[config.mk]
export PLATFORM = sky130hd
export DESIGN_NAME = pixel_plot_queue
export DESIGN_NICKNAME = d
export VERILOG_FILES = /design/src/rtl/pixel_pkg.sv /design/src/rtl/pixel_fifo_mem.sv /design/src/rtl/pixel_plot_queue.sv
export SDC_FILE = /design/constraint.sdc
export NUM_CORES = 1
export LEC_CHECK = 0
export BUFFER_PORTS_ARGS = -buffer_cell sky130_fd_sc_hd__clkbuf_2
export CAP_MARGIN = 5
export CORE_MARGIN = 2
export CORE_UTILIZATION = 40
export DETAILED_ROUTE_END_ITERATION = 10
export GPL_TIMING_DRIVEN = 0
export HOLD_SLACK_MARGIN = 0.15
export PLACE_DENSITY = 0.65
export SLEW_MARGIN = 20
export SYNTH_ARGS = -nofsm -noshare
export SYNTH_HDL_FRONTEND = slang
export SYNTH_HIERARCHICAL = 1
export SYNTH_SLANG_ARGS = --single-unit
[constraint.sdc]
create_clock -name clk -period 2.6 [get_ports clk]
set_input_delay 0.13 -clock clk [delete_from_list [all_inputs] [get_ports clk]]
set_output_delay 0.13 -clock clk [all_outputs]
set_load 0.02 [all_outputs]
[src/rtl/pixel_pkg.sv]
// Shared screen geometry and the packed pixel type used by the plot queue.
package pixel_pkg;

    localparam int SCREEN_W = 160;
    localparam int SCREEN_H = 120;
    localparam int X_W      = 8;
    localparam int Y_W      = 7;
    localparam int COLOUR_W = 3;
    localparam int PIXEL_W  = X_W + Y_W + COLOUR_W;

    typedef struct packed {
        logic [X_W-1:0]      x;
        logic [Y_W-1:0]      y;
        logic [COLOUR_W-1:0] colour;
    } pixel_t;

    // True when the coordinate lies on the visible 160x120 screen.
    function automatic logic pixel_in_bounds(input logic [X_W-1:0] x,
                                             input logic [Y_W-1:0] y);
        return (x < X_W'(SCREEN_W)) && (y < Y_W'(SCREEN_H));
    endfunction

endpackage

[src/rtl/pixel_fifo_mem.sv]
// Pixel storage array: one synchronous write port, one asynchronous read port.
// The array is never reset; validity is tracked by the pointers in the queue.
module pixel_fifo_mem
    import pixel_pkg::*;
#(
    parameter int DEPTH = 8,
    localparam int ADDR_W = $clog2(DEPTH)
) (
    input  logic              clk,
    input  logic              wr_en,
    input  logic [ADDR_W-1:0] wr_addr,
    input  pixel_t            wr_data,
    input  logic [ADDR_W-1:0] rd_addr,
    output pixel_t            rd_data
);

    pixel_t mem [DEPTH];

    // Store the incoming pixel at the write pointer when the queue accepts it.
    always_ff @(posedge clk) begin
        if (wr_en) begin
            mem[wr_addr] <= wr_data;
        end
    end

    assign rd_data = mem[rd_addr];

endmodule

[src/rtl/pixel_plot_queue.sv]
// First-word fall-through pixel queue between the drawing logic and the VGA
// adapter. Rejected pixels (off-screen, or queue full) are tallied in a
// saturating drop counter.
module pixel_plot_queue
    import pixel_pkg::*;
#(
    parameter int DEPTH  = 8,
    parameter int DROP_W = 8
) (
    input  logic                    clk,
    input  logic                    reset_n,
    input  logic                    plot_in,
    input  logic [X_W-1:0]          x_in,
    input  logic [Y_W-1:0]          y_in,
    input  logic [COLOUR_W-1:0]     colour_in,
    input  logic                    flush,
    input  logic                    vga_ready,
    output logic                    vga_plot,
    output logic [X_W-1:0]          vga_x,
    output logic [Y_W-1:0]          vga_y,
    output logic [COLOUR_W-1:0]     vga_colour,
    output logic                    full,
    output logic                    empty,
    output logic [$clog2(DEPTH):0]  count,
    output logic [DROP_W-1:0]       drop_count
);

    localparam int ADDR_W = $clog2(DEPTH);
    localparam int CNT_W  = ADDR_W + 1;
    localparam logic [CNT_W-1:0] DEPTH_CNT = CNT_W'(DEPTH);

    logic [ADDR_W-1:0] wr_ptr;
    logic [ADDR_W-1:0] rd_ptr;
    logic [CNT_W-1:0]  count_q;
    logic [DROP_W-1:0] drop_q;

    logic   in_bounds;
    logic   is_full;
    logic   is_empty;
    logic   do_pop;
    logic   do_push;
    logic   do_drop;
    pixel_t wr_pixel;
    pixel_t head;

    assign in_bounds = pixel_in_bounds(x_in, y_in);
    assign is_full   = (count_q == DEPTH_CNT);
    assign is_empty  = (count_q == '0);

    // Flush overrides everything: no pop, no push and no drop that cycle.
    // A push into a full queue is still taken when the head leaves together.
    assign do_pop  = !is_empty && vga_ready && !flush;
    assign do_push = plot_in && in_bounds && !flush && (!is_full || do_pop);
    assign do_drop = plot_in && !flush && !do_push;

    assign wr_pixel = '{x: x_in, y: y_in, colour: colour_in};

    pixel_fifo_mem #(
        .DEPTH(DEPTH)
    ) u_mem (
        .clk     (clk),
        .wr_en   (do_push),
        .wr_addr (wr_ptr),
        .wr_data (wr_pixel),
        .rd_addr (rd_ptr),
        .rd_data (head)
    );

    // Pointer and occupancy bookkeeping; flush empties the queue in one edge.
    always_ff @(posedge clk or negedge reset_n) begin
        if (!reset_n) begin
            wr_ptr  <= '0;
            rd_ptr  <= '0;
            count_q <= '0;
        end else if (flush) begin
            wr_ptr  <= '0;
            rd_ptr  <= '0;
            count_q <= '0;
        end else begin
            if (do_push) begin
                wr_ptr <= wr_ptr + 1'b1;
            end
            if (do_pop) begin
                rd_ptr <= rd_ptr + 1'b1;
            end
            unique case ({do_push, do_pop})
                2'b10:   count_q <= count_q + 1'b1;
                2'b01:   count_q <= count_q - 1'b1;
                default: count_q <= count_q;
            endcase
        end
    end

    // Count rejected pixels, sticking at all-ones rather than wrapping.
    always_ff @(posedge clk or negedge reset_n) begin
        if (!reset_n) begin
            drop_q <= '0;
        end else if (do_drop && (drop_q != '1)) begin
            drop_q <= drop_q + 1'b1;
        end
    end

    assign vga_plot   = !is_empty;
    assign vga_x      = head.x;
    assign vga_y      = head.y;
    assign vga_colour = head.colour;
    assign full       = is_full;
    assign empty      = is_empty;
    assign count      = count_q;
    assign drop_count = drop_q;

endmodule

==> metrics <==
via/cell ratio=5.080; TritonCTS clock tree=done; Critical Path AT=2.36 ns; buffer levels on the longest clock path=2; Mapped Avg Cell Area=20.69 µm²; part of the power in registers=41.8%; CTS sink cnt=162; initial antenna violation count=0; Final setup viols=0; Die Y-Extent=132.5 µm; IR drop worst, VDD=655.6 µV; Worst setup startpoint=rd_ptr[1]; clock skew=0.006282 ns; detailed-route via count=3297; core area=16000 µm²; TNS Setup=0 ns; grt total ovfl=0; Max-cap violations=0; syn nets=348; dpl hpwl=7558 µm; global-route wire length before repair=19220 µm; Area contributors post-synth=edfxtp_1, mux4_1, dfrtp_1; Initial Util=41.26%; Yosys warnings=6; clk root buf=clkbuf_16; vias in the first global route=3421; Core Rows=46; Pre-antenna DRT Iters=4; synth-to-layout area growth=23.58%; number of nets in the layout=449; sw power=1.774 mW; Final Max Tran Viols=0; Antenna diodes=0; slowest cell on the critical path=buf_1; drt wl/cell=19.13 µm; cell count after synthesis=319; # DRC=0; Boundary Pins=56; register clock-pin slew on the reported worst setup and hold paths=0.06 ns; CTS HTree Levels=4; WHS=0.1894 ns; die area=17550 µm²; Final Wtd Congestion=0.7282; RSZ-0062 raised after global routing=false; FF+latch count, synth=162; Iter 0 DRT Violations=262; Cell Area, Synth=6601 µm²; post-synthesis sequential area ratio=72.33%; largest net degree at the start of global routing=19; status=finished, final reports clean; fin crit share=95.83%; CP Launch Type=flip-flop; layout cell share with drive strength beyond 1=31.41%; clock group share of total power=38.3%; Hold Path Class=in2async; Die X-Extent=132.5 µm; Final ANT Viol Nets=0; CTS Buf Count=17; Sw Share=24.74%; Leakage=2.875 nW; slew margin rel.=47.62%; I/O Buffers=55; critical path class=reg2out; clock period minus worst slack=2.491 ns; Final Hold Viols=0; Netlist cell types=33; global router's overall resource usage=14.95%; Comb power frac=19.8%; CP Capture Type=output port; CP peak stage delay=0.64 ns; Worst EP required=2.47 ns; Post-Route WL=12410 µm; PD cells=878.9 nW/µm²; area leader, netlist=edfxtp_1; Slew @ Worst Pin=0.7857 ns; area share of the largest cell type after synthesis=65.50%; Cell Int Power=5.396 mW; CP Max Fanout=10; Max Clk Rate=0.4014 GHz; Top cell by count, worst path=clkbuf_2; worst-skew pair later-pin latency=0.42 ns; Worst R2R Start=count[0]; crit path cell chain=clkbuf_2, buf_1, mux2_2, clkbuf_2
## power by group through the flow
stage | Clock (mW) | Sequential (mW) | Combinational (mW)
floorplan | 0 | 3.10 | 0.938
detailed placement | 0 | 3.06 | 1.39
global placement | 0 | 3.05 | 1.36
CTS | 2.80 | 3.01 | 1.42
finish | 2.75 | 3.00 | 1.42
global route | 2.89 | 3.02 | 1.53
## layout make-up
type,count,area (µm²)
Fill cell,1342,7843
Multi-Input combinational cell,142,1808
Buffer,13,87.58
Timing Repair Buffer,82,543.0
Sequential cell,162,4777
Tap cell,216,270.3
Inverter,2,7.507
Clock buffer,18,429.2
Clock inverter,14,235.2
## worst max-delay path, delay by kind of cell (launching register included)
| family | cells | cell delay, ns |
|---|---|---|
| flip-flops | 1 | 0.38 |
| buffers and inverters | 3 | 1.13 |
| multiplexers | 1 | 0.43 |
## worst paths after layout
path                                      end  slack [ns]  cells after the start
worst min-delay path            drop_count[1]        0.19                      2
worst max-delay path                 vga_x[6]        0.11                      4
worst min register to register  drop_count[7]        0.52                      1
max in group asynchronous            count[0]        2.07                      2
worst max register to register       count[3]        0.14                      9
min in group clk                     count[1]        0.25                      3
## what timing repair did
action                     4_1_cts  5_1_grt
hold endpoints to repair       164        0
hold buffers                    20        0
gates resized for setup          1        4
setup endpoints to repair        1       19
pin swaps                        0        3
buffers inserted                 0        5
## layout by cell type (no fill, tap or decap), drive strengths merged, types with 4 or more instances in the layout
master,netlist,routed
a21oi,4,4
buf,10,17
bufinv,0,6
clkbuf,3,76
clkinvlp,0,4
dfrtp,18,18
dlygate4sd3,0,20
edfxtp,144,144
ha,5,5
mux2,19,19
mux4,36,36
nand2,12,12
nand2b,5,5
nand3,5,5
nand4,6,6
nor2,14,14
nor3,4,4
xnor2,7,7
xor2,6,6
## cell usage after synthesis (all sizes together)
library cell  number
nand2             12
a21oi              4
and2               3
fa                 1
nand3              5
nand4              6
ha                 5
edfxtp           144
xnor2              7
and3               3
nor2              14
o221ai             1
nand2b             5
dfrtp             18
a31oi              1
nor3               4
o21ai              3
mux2i              3
buf               10
mux4              36
inv                2
xor2               6
o211ai             1
nor2b              1
or4                2
mux2              19
clkbuf             3
## logic make-up (layout without fill, tap and decap cells)
| group | after synthesis | in the layout | share of synthesized area (%) |
|---|---|---|---|
| buffers and inverters | 15 | 129 | 1.422 |
| XOR/XNOR | 13 | 13 | 1.725 |
| flip-flops | 162 | 162 | 72.33 |
| adder cells (fa/ha/maj) | 6 | 6 | 1.251 |
| AND/OR/NAND/NOR | 55 | 55 | 4.132 |
| AO/OA/AOI/OAI | 10 | 10 | 0.9288 |
| multiplexers | 58 | 58 | 18.21 |
## through the flow
step / cells / cell area (µm²) / util, % / setup WS (ns) / power (mW)
floorplan: 319 / 6611 / - / 0.08693 / 4.036
global placement: 590 / 7157 / 44.73 / -0.6555 / 4.407
detailed placement: 592 / 7244 / 45.28 / -0.04507 / 4.448
CTS: 644 / 8110 / 50.69 / 0.006323 / 7.222
global route: 649 / 8158 / 50.99 / 0.004221 / 7.435
finish: 649 / 8158 / 50.99 / 0.1085 / 7.170
## registers in the layout, indices dropped and copies added, names as in the netlist
signal	flops
drop_count	8
rd_ptr	3
wr_ptr	3
u_mem/mem	144
count	4
## per-layer routing
layer / GRT usage [%] / vias to the layer above / share of wire, %
met5: 0 / - / 0
li1: - / 1532 / -
met3: 3.333 / 13 / 5.8
met2: 24.01 / 93 / 49
met4: 6.093 / 0 / 1.3
met1: 19.91 / 1659 / 44
Note: power is estimated with default switching activity, not from simulation.
